**src/rtl/mac_mmio_pkg.sv**
```systemverilog
// Shared definitions for the MAC accelerator MMIO frontend: register offsets,
// STATUS bit layout and issue FSM states.
package mac_mmio_pkg;

    // Word offsets, i.e. req_addr[3:2]
    localparam logic [1:0] REG_STATUS = 2'd0;
    localparam logic [1:0] REG_X      = 2'd1;
    localparam logic [1:0] REG_Y      = 2'd2;
    localparam logic [1:0] REG_RESULT = 2'd3;

    localparam int unsigned ST_PENDING   = 0;
    localparam int unsigned ST_BUSY      = 1;
    localparam int unsigned ST_EMPTY     = 2;
    localparam int unsigned ST_FULL      = 3;
    localparam int unsigned ST_UNDERFLOW = 4;
    localparam int unsigned ST_COUNT     = 8;

    typedef enum logic {
        S_IDLE  = 1'b0,
        S_ISSUE = 1'b1
    } state_e;

endpackage

```
**src/rtl/mac_result_fifo.sv**
```systemverilog
// Synchronous result FIFO. Push is ignored when full and pop when empty, so the
// count stays within 0..DEPTH.
module mac_result_fifo #(
    parameter int unsigned WIDTH = 32,
    parameter int unsigned DEPTH = 4
) (
    input  logic                     clock,
    input  logic                     reset,
    input  logic                     push_i,
    input  logic [WIDTH-1:0]         push_data_i,
    input  logic                     pop_i,
    output logic [WIDTH-1:0]         head_o,
    output logic                     full_o,
    output logic                     empty_o,
    output logic [$clog2(DEPTH):0]   count_o
);
    localparam int unsigned PtrW = $clog2(DEPTH);
    localparam int unsigned CntW = PtrW + 1;

    logic [WIDTH-1:0] mem_q [DEPTH];
    logic [WIDTH-1:0] mem_d [DEPTH];
    logic [PtrW-1:0]  wr_ptr_q, wr_ptr_d;
    logic [PtrW-1:0]  rd_ptr_q, rd_ptr_d;
    logic [CntW-1:0]  count_q, count_d;
    logic             push_ok, pop_ok;

    assign full_o  = (count_q == CntW'(DEPTH));
    assign empty_o = (count_q == '0);
    assign count_o = count_q;
    assign head_o  = mem_q[rd_ptr_q];
    assign push_ok = push_i && !full_o;
    assign pop_ok  = pop_i && !empty_o;

    always_comb begin
        mem_d    = mem_q;
        wr_ptr_d = wr_ptr_q;
        rd_ptr_d = rd_ptr_q;
        count_d  = count_q;
        if (push_ok) begin
            mem_d[wr_ptr_q] = push_data_i;
            wr_ptr_d        = wr_ptr_q + PtrW'(1);
        end
        if (pop_ok) begin
            rd_ptr_d = rd_ptr_q + PtrW'(1);
        end
        if (push_ok && !pop_ok) begin
            count_d = count_q + CntW'(1);
        end else if (!push_ok && pop_ok) begin
            count_d = count_q - CntW'(1);
        end
    end

    always_ff @(posedge clock) begin
        if (reset) begin
            wr_ptr_q <= '0;
            rd_ptr_q <= '0;
            count_q  <= '0;
        end else begin
            wr_ptr_q <= wr_ptr_d;
            rd_ptr_q <= rd_ptr_d;
            count_q  <= count_d;
        end
    end

    // Storage needs no reset; only entries below count are ever observed.
    always_ff @(posedge clock) begin
        mem_q <= mem_d;
    end

endmodule

```
**src/rtl/mac_mmio_frontend.sv**
```systemverilog
// CPU-side MMIO initiator for the MAC/GCD accelerator: decodes register accesses,
// issues X/Y operands over ready/valid and buffers results for CPU readback.
module mac_mmio_frontend
    import mac_mmio_pkg::*;
#(
    parameter int unsigned WIDTH  = 32,
    parameter int unsigned DEPTH  = 4,
    parameter int unsigned ADDR_W = 4
) (
    input  logic              clock,
    input  logic              reset,
    input  logic              req_valid,
    output logic              req_ready,
    input  logic              req_wr,
    input  logic [ADDR_W-1:0] req_addr,
    input  logic [WIDTH-1:0]  req_wdata,
    output logic              resp_valid,
    input  logic              resp_ready,
    output logic [WIDTH-1:0]  resp_rdata,
    input  logic              acc_input_ready,
    output logic              acc_input_valid,
    output logic [WIDTH-1:0]  acc_x,
    output logic [WIDTH-1:0]  acc_y,
    input  logic              acc_output_valid,
    output logic              acc_output_ready,
    input  logic [WIDTH-1:0]  acc_result,
    input  logic              acc_busy
);
    localparam int unsigned CntW = $clog2(DEPTH) + 1;

    state_e           state_q, state_d;
    logic [WIDTH-1:0] x_q, x_d;
    logic [WIDTH-1:0] acc_x_q, acc_x_d;
    logic [WIDTH-1:0] acc_y_q, acc_y_d;
    logic [WIDTH-1:0] resp_rdata_q, resp_rdata_d;
    logic             resp_valid_q, resp_valid_d;
    logic             underflow_q, underflow_d;

    logic             fifo_push, fifo_pop, fifo_full, fifo_empty;
    logic [WIDTH-1:0] fifo_head;
    logic [CntW-1:0]  fifo_count;
    logic [WIDTH-1:0] status;
    logic [1:0]       reg_sel;
    logic             mapped, accept, issue_hs;
    logic             unused_addr_lsb;

    // Byte lanes within a word do not select anything.
    assign unused_addr_lsb = ^req_addr[1:0];
    assign reg_sel = req_addr[3:2];
    assign mapped  = ((req_addr >> 4) == '0);

    assign req_ready = !resp_valid_q
                    && !(req_wr && mapped && reg_sel == REG_Y && state_q == S_ISSUE);
    assign accept    = req_valid && req_ready;
    assign issue_hs  = (state_q == S_ISSUE) && acc_input_ready;

    assign fifo_push = acc_output_valid && !fifo_full;
    assign fifo_pop  = accept && !req_wr && mapped && reg_sel == REG_RESULT && !fifo_empty;

    always_comb begin
        status                       = '0;
        status[ST_PENDING]           = (state_q == S_ISSUE);
        status[ST_BUSY]              = acc_busy;
        status[ST_EMPTY]             = fifo_empty;
        status[ST_FULL]              = fifo_full;
        status[ST_UNDERFLOW]         = underflow_q;
        status[ST_COUNT +: CntW]     = fifo_count;
    end

    always_comb begin
        state_d      = state_q;
        x_d          = x_q;
        acc_x_d      = acc_x_q;
        acc_y_d      = acc_y_q;
        resp_valid_d = resp_valid_q;
        resp_rdata_d = resp_rdata_q;
        underflow_d  = underflow_q;

        if (resp_valid_q && resp_ready) begin
            resp_valid_d = 1'b0;
        end
        if (issue_hs) begin
            state_d = S_IDLE;
        end
        if (accept) begin
            resp_valid_d = 1'b1;
            resp_rdata_d = '0;
            if (mapped && req_wr) begin
                case (reg_sel)
                    REG_X: x_d = req_wdata;
                    REG_Y: begin
                        // Snapshot X so later X writes do not disturb the in-flight issue.
                        acc_x_d = x_q;
                        acc_y_d = req_wdata;
                        state_d = S_ISSUE;
                    end
                    default: ;
                endcase
            end else if (mapped) begin
                case (reg_sel)
                    REG_STATUS: begin
                        resp_rdata_d = status;
                        underflow_d  = 1'b0;
                    end
                    REG_RESULT: begin
                        if (!fifo_empty) begin
                            resp_rdata_d = fifo_head;
                        end else begin
                            underflow_d = 1'b1;
                        end
                    end
                    default: ;
                endcase
            end
        end
    end

    always_ff @(posedge clock) begin
        if (reset) begin
            state_q      <= S_IDLE;
            x_q          <= '0;
            acc_x_q      <= '0;
            acc_y_q      <= '0;
            resp_valid_q <= 1'b0;
            resp_rdata_q <= '0;
            underflow_q  <= 1'b0;
        end else begin
            state_q      <= state_d;
            x_q          <= x_d;
            acc_x_q      <= acc_x_d;
            acc_y_q      <= acc_y_d;
            resp_valid_q <= resp_valid_d;
            resp_rdata_q <= resp_rdata_d;
            underflow_q  <= underflow_d;
        end
    end

    assign resp_valid       = resp_valid_q;
    assign resp_rdata       = resp_rdata_q;
    assign acc_input_valid  = (state_q == S_ISSUE);
    assign acc_x            = acc_x_q;
    assign acc_y            = acc_y_q;
    assign acc_output_ready = !fifo_full;

    mac_result_fifo #(
        .WIDTH (WIDTH),
        .DEPTH (DEPTH)
    ) u_result_fifo (
        .clock       (clock),
        .reset       (reset),
        .push_i      (fifo_push),
        .push_data_i (acc_result),
        .pop_i       (fifo_pop),
        .head_o      (fifo_head),
        .full_o      (fifo_full),
        .empty_o     (fifo_empty),
        .count_o     (fifo_count)
    );

endmodule
```
**config.mk**
```make
export PLATFORM = sky130hd
export DESIGN_NAME = mac_mmio_frontend
export DESIGN_NICKNAME = d
export VERILOG_FILES = /design/src/rtl/mac_mmio_pkg.sv /design/src/rtl/mac_result_fifo.sv /design/src/rtl/mac_mmio_frontend.sv
export SDC_FILE = /design/constraint.sdc
export NUM_CORES = 1
export LEC_CHECK = 0
export CORE_ASPECT_RATIO = 1.1
export CORE_MARGIN = 10
export CORE_UTILIZATION = 47
export DETAILED_ROUTE_END_ITERATION = 10
export PLACE_DENSITY = 0.75
export SYNTH_ARGS = -nofsm -noshare
export SYNTH_HDL_FRONTEND = slang
export SYNTH_SLANG_ARGS = --single-unit
```
**constraint.sdc**
```tcl
create_clock -name clock -period 2.2 [get_ports clock]
set_input_delay 0.22 -clock clock [delete_from_list [all_inputs] [get_ports clock]]
set_output_delay 0.22 -clock clock [all_outputs]
set_load 0.02 [all_outputs]
```
==> summary.md, run 1 <==
| Metric | Value |
|---|---|
| RSZ-0062 raised after global routing | `no` |
| Initial antenna violation count | `1` |
| Vias per cell | `5.53` |
| Min-Delay Path Class | `in2reg` |
| Fin nets | `1030` |
| CTS tree | `yes` |
| Register Area | `0.00661 sq mm` |
| Fin. Hold Viols | `0` |
| PD cells | `835 mW/mm^2` |
| Max_slew headroom | `0.403` |
| Power, Total | `10900 uW` |
| F_max | `478 MHz` |
| WS Path Type | `reg2reg` |
| HPWL after DPL | `16.2 mm` |
| DRT antenna net count | `0` |
| Synthesized area | `0.00998 sq mm` |
| Post-CTS setup buffers | `0` |
| Gp weighted congestion | `0.824` |
| Fin cells | `1251` |
| Fin crit period | `2.09 ns` |
| First-pass GRT wire length | `38.9 mm` |
| Status | `completed` |
| Final setup vio count | `0` |
| Critical Path RT | `2.65 ns` |
| Final wirelength | `24.8 mm` |
| VDD IR max | `0.672 mV` |
| CTS clk-pin slew, worst paths | `0.07 ns` |
| Worst slew pin tran | `0.895 ns` |
| Top cell family by delay on the critical path | `adder cells` |
| Pin count of the biggest net entering global routing | `66` |
| Worst Hold Depth | `2` |
| Detailed-route via count | `6920` |
| H-tree levels | `1` |
| Seq cells post-synth | `266` |
| Max FO, Critical Path | `6` |
| Vias in the first global route | `6838` |
| DRC Markers | `0` |
| R2R cell count | `8` |
| Core Box Area | `0.0207 sq mm` |
| Tcrit/Tclk final | `0.950` |
| Crit start category | `flop` |
| Grt ovf | `0` |
| Latest clock arrival within the worst-skew pair | `0.53 ns` |
| TritonCTS buffer count | `27` |
| Height of the chip | `173 um` |
| Die W | `159 um` |
| Mapped Avg Cell Area | `12.9 sq um` |
| DR iter-0 viols | `446` |
| Crit-path slowest cell | `dfxtp_1` |
| Post-synth EDFFs | `128` |
| Maximum buffer depth of the clock tree | `3` |
| Number of max-cap violations | `0` |
| Critical Path Most Common Cell | `or3_1` |
| Synthesized Nets | `857` |
| CP endpoint kind | `flop` |
| Wire per inst | `19.9 um` |
| Worst path depth | `8` |
| Initial Util | `0.482` |
| Critical path, cell by cell | `o31ai_4 > or3_1 > ha_1 > inv_1 > fa_1 > xor2_1 > or3_1 > a21oi_1` |
| Clk sinks | `266` |
| WP buf/inv | `1` |
| Layout Skew | `0.0175 ns` |
| Io pins | `176` |
| Gate Count Post-Synth | `771` |
| Slew Viols, Final | `0` |
| Final instance area | `0.0131 sq mm` |
| Setup TNS | `0 ns` |
| FFs w/ async S/R, synth | `0` |
| Layout cells sized above 1 | `0.141` |
| Multi-input gate area | `0.00306 sq mm` |
| TritonRoute pass-1 iters | `5` |
| Hold slack final | `0.0915 ns` |
| Post-CTS Hold Fix Bufs | `0` |
| R2r setup slk | `0.11 ns` |
| GRT Total Usage | `0.171` |
| Placed cell areas | `0.0122 sq mm` |
| Fillers | `1616` |
| Synth unique cells | `47` |
| Layout area overhead | `31.0%` |
| Die area | `0.0275 sq mm` |
| YS warnings | `0` |
| Crit path DAT | `2.54 ns` |
| CP max stage delay | `0.38 ns` |
| Placed cell count | `1200` |
| Leak | `0.00432 uW` |
| Port-buffer cells | `173` |
| Seq/Total Area, Yosys | `0.662` |
| Num rows | `55` |
| CTS Root Cell | `clkbuf_16` |
| Primary FF master, synth | `dfxtp_1` |
layout by cell type (no fill, tap or decap), drive strengths merged, types with 3 or more instances in the layout:
cell / count
clkdlybuf4s50: 170
dfxtp: 138
edfxtp: 128
a21oi: 103
nand3: 99
o21ai: 99
clkbuf: 43
buf: 42
mux4: 32
a22o: 23
inv: 10
ha: 9
nor2: 8
a221o: 8
and3: 8
nor3: 5
clkinv: 5
or3: 3
nor4b: 3
nor2b: 3
logic make-up after synthesis:
family                     after synthesis  synth area share
AOI/OAI and AO/OA                      239             0.136
xor gates and xnor gates                 2           0.00176
adders and majority gates               10            0.0133
buffers and inverters                   78            0.0342
DFF                                    266             0.662
muxes                                   35            0.0755
and+or+nand+nor                        141            0.0771
routing by layer:
metal / global-route usage / wire length [um] / part of all wire / vias to the layer above
met3: 0.0496 / 1960 / 0.079 / 33
met5: 0 / 0 / 0 / -
li1: - / - / - / 3276
met4: 0.0456 / 459 / 0.018 / 0
met2: 0.282 / 12100 / 0.49 / 232
met1: 0.217 / 10300 / 0.41 / 3379
registers in the layout (all words and copies together), names as in the netlist, 2 cells and up:
signal / count
u_result_fifo.rd_ptr_q: 2
acc_x: 32
resp_rdata: 32
u_result_fifo.mem_q: 128
u_result_fifo.wr_ptr_q: 2
acc_y: 32
x_q: 32
u_result_fifo.count_o: 3
worst register-to-register path, cell delays in order (launching register included):
cell	delay (ns)
dfxtp_1	0.38
o31ai_4	0.27
or3_1	0.15
ha_1	0.17
inv_1	0.05
fa_1	0.37
xor2_1	0.17
or3_1	0.32
a21oi_1	0.14
metrics by stage:
step                       util  setup slack (ns)
after floorplan               -            0.0562
after global placement    0.588            -0.183
after detailed placement  0.588            -0.240
after CTS                 0.631            0.0602
after global routing      0.631           0.00737
final                     0.631             0.109
what timing repair did:
item	CTS	global route
setup endpoints to repair	1	1
pin swaps	0	0
cloned	0	0
endpoints found under the hold margin	0	0
gates resized for setup	3	1
worst paths after layout:
| path | from | to |
|---|---|---|
| setup reg to reg | u_result_fifo.count_o[2] | u_result_fifo.count_o[2] |
| hold reg to reg | x_q[0] | acc_x[0] |
| setup / recovery | u_result_fifo.count_o[2] | u_result_fifo.count_o[2] |
| hold / removal | reset | resp_valid |
final cells by class:
| type | count | share of cell area |
|---|---|---|
| Clock buffer | 43 | 0.0629 |
| Timing Repair Buffer | 213 | 0.164 |
| Inverter | 9 | 0.00258 |
| Multi-Input combinational cell | 427 | 0.234 |
| Clock inverter | 7 | 0.00335 |
| Sequential cell | 266 | 0.506 |
| Tap cell | 285 | 0.0273 |
| Antenna cell | 1 | 0.000191 |
cells in the mapped netlist (all sizes together), types with 2 or more instances:
cell type  instances  area share
a21oi            103       0.052
a221o              8      0.0080
a22o              23       0.020
and3               8      0.0050
buf               28       0.015
clkbuf            41       0.015
dfxtp            138        0.28
edfxtp           128        0.39
ha                 9       0.011
inv                9      0.0034
mux2               2      0.0023
mux4              32       0.072
nand2b             2      0.0013
nand3             99       0.050
nor2               8      0.0030
nor2b              3      0.0021
nor3               5      0.0036
nor4b              3      0.0026
o21ai             99       0.050
o31ai              2      0.0029
or3                3      0.0019
xor2               2      0.0018
power breakdown:
| part | internal [uW] | leakage [uW] | switching [uW] | total [uW] |
|---|---|---|---|---|
| sequential | 5450 | 0.00229 | 104 | 5550 |
| clock | 2560 | 0.000427 | 1830 | 4390 |
| combinational | 441 | 0.00160 | 523 | 964 |
| total | 8450 | 0.00432 | 2460 | 10900 |
Note: power is estimated with default switching activity, not from simulation.
==> inputs of run 2 (changes only) <==
--- a/config.mk
+++ b/config.mk
@@ -6,8 +6,8 @@
 export NUM_CORES = 1
 export LEC_CHECK = 0
 export CORE_ASPECT_RATIO = 1.1
-export CORE_MARGIN = 10
 export CORE_UTILIZATION = 47
+export CTS_BUF_LIST = sky130_fd_sc_hd__clkbuf_16
 export DETAILED_ROUTE_END_ITERATION = 10
 export PLACE_DENSITY = 0.75
 export SYNTH_ARGS = -nofsm -noshare
==> run 2 against run 1 <==
Register-to-register slack about the same; sequential share of layout area is 0.20 points lower; count of clock-buffer cells in the layout down 16; final area up 0.37%; critical endpoint unchanged; largest cell class unchanged.
==> summary.md, run 2 (synthesis results as in run 1) <==
| Metric | Value |
|---|---|
| Setup TNS | `0 ns` |
| Final setup vio count | `0` |
| Crit-path slowest cell | `dfxtp_1` |
| Hold slack final | `0.291 ns` |
| RSZ-0062 raised after global routing | `no` |
| Fin. Hold Viols | `0` |
| Tcrit/Tclk final | `0.955` |
| HPWL after DPL | `14.1 mm` |
| Layout area overhead | `31.5%` |
| Crit start category | `flop` |
| CP endpoint kind | `flop` |
| Grt ovf | `0` |
| CP max stage delay | `0.42 ns` |
| Num rows | `55` |
| Critical Path RT | `2.66 ns` |
| F_max | `476 MHz` |
| Clk sinks | `266` |
| Initial Util | `0.482` |
| H-tree levels | `1` |
| TritonRoute pass-1 iters | `5` |
| Core Box Area | `0.0207 sq mm` |
| Vias in the first global route | `6672` |
| Fillers | `1534` |
| Port-buffer cells | `173` |
| Fin crit period | `2.10 ns` |
| Status | `completed` |
| Die W | `141 um` |
| Min-Delay Path Class | `in2reg` |
| WS Path Type | `reg2reg` |
| VDD IR max | `0.691 mV` |
| Slew Viols, Final | `0` |
| Die area | `0.0218 sq mm` |
| First-pass GRT wire length | `36.3 mm` |
| Worst slew pin tran | `0.904 ns` |
| Max FO, Critical Path | `6` |
| WP buf/inv | `1` |
| Gp weighted congestion | `0.770` |
| Final wirelength | `23.2 mm` |
| Power, Total | `10900 uW` |
| DRC Markers | `0` |
| Maximum buffer depth of the clock tree | `3` |
| Initial antenna violation count | `2` |
| Fin nets | `1030` |
| Top cell family by delay on the critical path | `adder cells` |
| DRT antenna net count | `0` |
| Max_slew headroom | `0.397` |
| Wire per inst | `18.5 um` |
| Layout Skew | `0.0127 ns` |
| Height of the chip | `155 um` |
| CTS clk-pin slew, worst paths | `0.06 ns` |
| Latest clock arrival within the worst-skew pair | `0.53 ns` |
| Detailed-route via count | `6986` |
| DR iter-0 viols | `490` |
| Critical path, cell by cell | `o31ai_4 > or3_1 > ha_1 > inv_1 > fa_1 > xor2_1 > or3_1 > a21oi_1` |
| Pin count of the biggest net entering global routing | `104` |
| CTS Root Cell | `clkbuf_16` |
| Commonest non-fill, non-tap cells in the layout | `170 x clkdlybuf4s50_1, 135 x dfxtp_1, 128 x edfxtp_1` |
| GRT Total Usage | `0.213` |
| PD cells | `833 mW/mm^2` |
| Leak | `0.00436 uW` |
| Critical Path Most Common Cell | `or3_1` |
| Largest Register | `u_result_fifo.mem_q` |
| TritonCTS buffer count | `26` |
| Number of max-cap violations | `0` |
| Io pins | `176` |
| Layout cells sized above 1 | `0.135` |
| CTS tree | `yes` |
| Vias per cell | `5.59` |
| Crit path DAT | `2.56 ns` |
| Commonest non-fill, non-tap cell in the layout | `clkdlybuf4s50_1` |
| Max reg flops | `128` |
-- run 2: changes by cell type in the layout (fill, tap and decap cells not counted), sizes merged --
cell,change
inv,+4
clkbuf,-16
dlygate4sd3,+1
dlymetal6s2s,+1
clkinvlp,-1
buf,-1
clkinv,+8
bufinv,+3
-- run 2: worst reg2reg max path, cell delays in order (launching register included) --
cell     delay (ns)
dfxtp_1        0.42
o31ai_4        0.26
or3_1          0.15
ha_1           0.16
inv_1          0.06
fa_1           0.37
xor2_1         0.18
or3_1          0.31
a21oi_1        0.14
-- run 2: metal layers --
| layer | vias to the layer above | part of all wire | global-route usage |
|---|---|---|---|
| met3 | 46 | 0.079 | 0.0526 |
| met1 | 3384 | 0.40 | 0.275 |
| met2 | 279 | 0.49 | 0.350 |
| li1 | 3275 | - | - |
| met5 | - | 0.00047 | 0 |
| met4 | 2 | 0.029 | 0.0740 |
-- run 2: final cells by class --
cell class,count,area [sq um],share of cell area
Clock inverter,21,175,0.0134
Inverter,9,33.8,0.00258
Sequential cell,266,6610,0.504
Antenna cell,1,2.50,0.000191
Multi-Input combinational cell,427,3060,0.233
Timing Repair Buffer,214,2200,0.168
Tap cell,285,357,0.0272
Clock buffer,27,676,0.0515
-- run 2: worst paths after layout --
path | start | endpoint | slack (ns) | depth (start not counted)
setup / recovery | u_result_fifo.count_o[0] | u_result_fifo.count_o[2] | 0.1 | 8
hold / removal | req_wdata[0] | acc_y[0] | 0.29 | 3
setup reg to reg | u_result_fifo.count_o[0] | u_result_fifo.count_o[2] | 0.1 | 8
hold reg to reg | x_q[31] | acc_x[31] | 0.46 | 2
-- run 2: power by group --
group	internal [uW]	switching, uW
sequential	5450	100
clock	2570	1810
combinational	460	532
-- run 2: repair_timing --
item                                    in CTS  in global routing
cloned                                       0                  0
endpoints found under the setup margin       1                  1
hold endpoints to repair                     1                  0
buffers inserted                             0                  0
resized for setup                            3                  1
hold buffers                                 1                  0
-- run 2: per-stage QoR --
| stage | utilization | worst slack, ns | instances | instance area [sq um] |
|---|---|---|---|---|
| 3_3_place_gp | 0.591 | -0.228 | 1200 | 12200 |
| 2_1_floorplan | - | 0.0562 | 771 | 9980 |
| 6_report | 0.633 | 0.0986 | 1250 | 13100 |
| 4_1_cts | 0.633 | 0.000521 | 1249 | 13100 |
| 3_5_place_dp | 0.591 | -0.263 | 1200 | 12200 |
| 5_1_grt | 0.633 | 0.00494 | 1250 | 13100 |
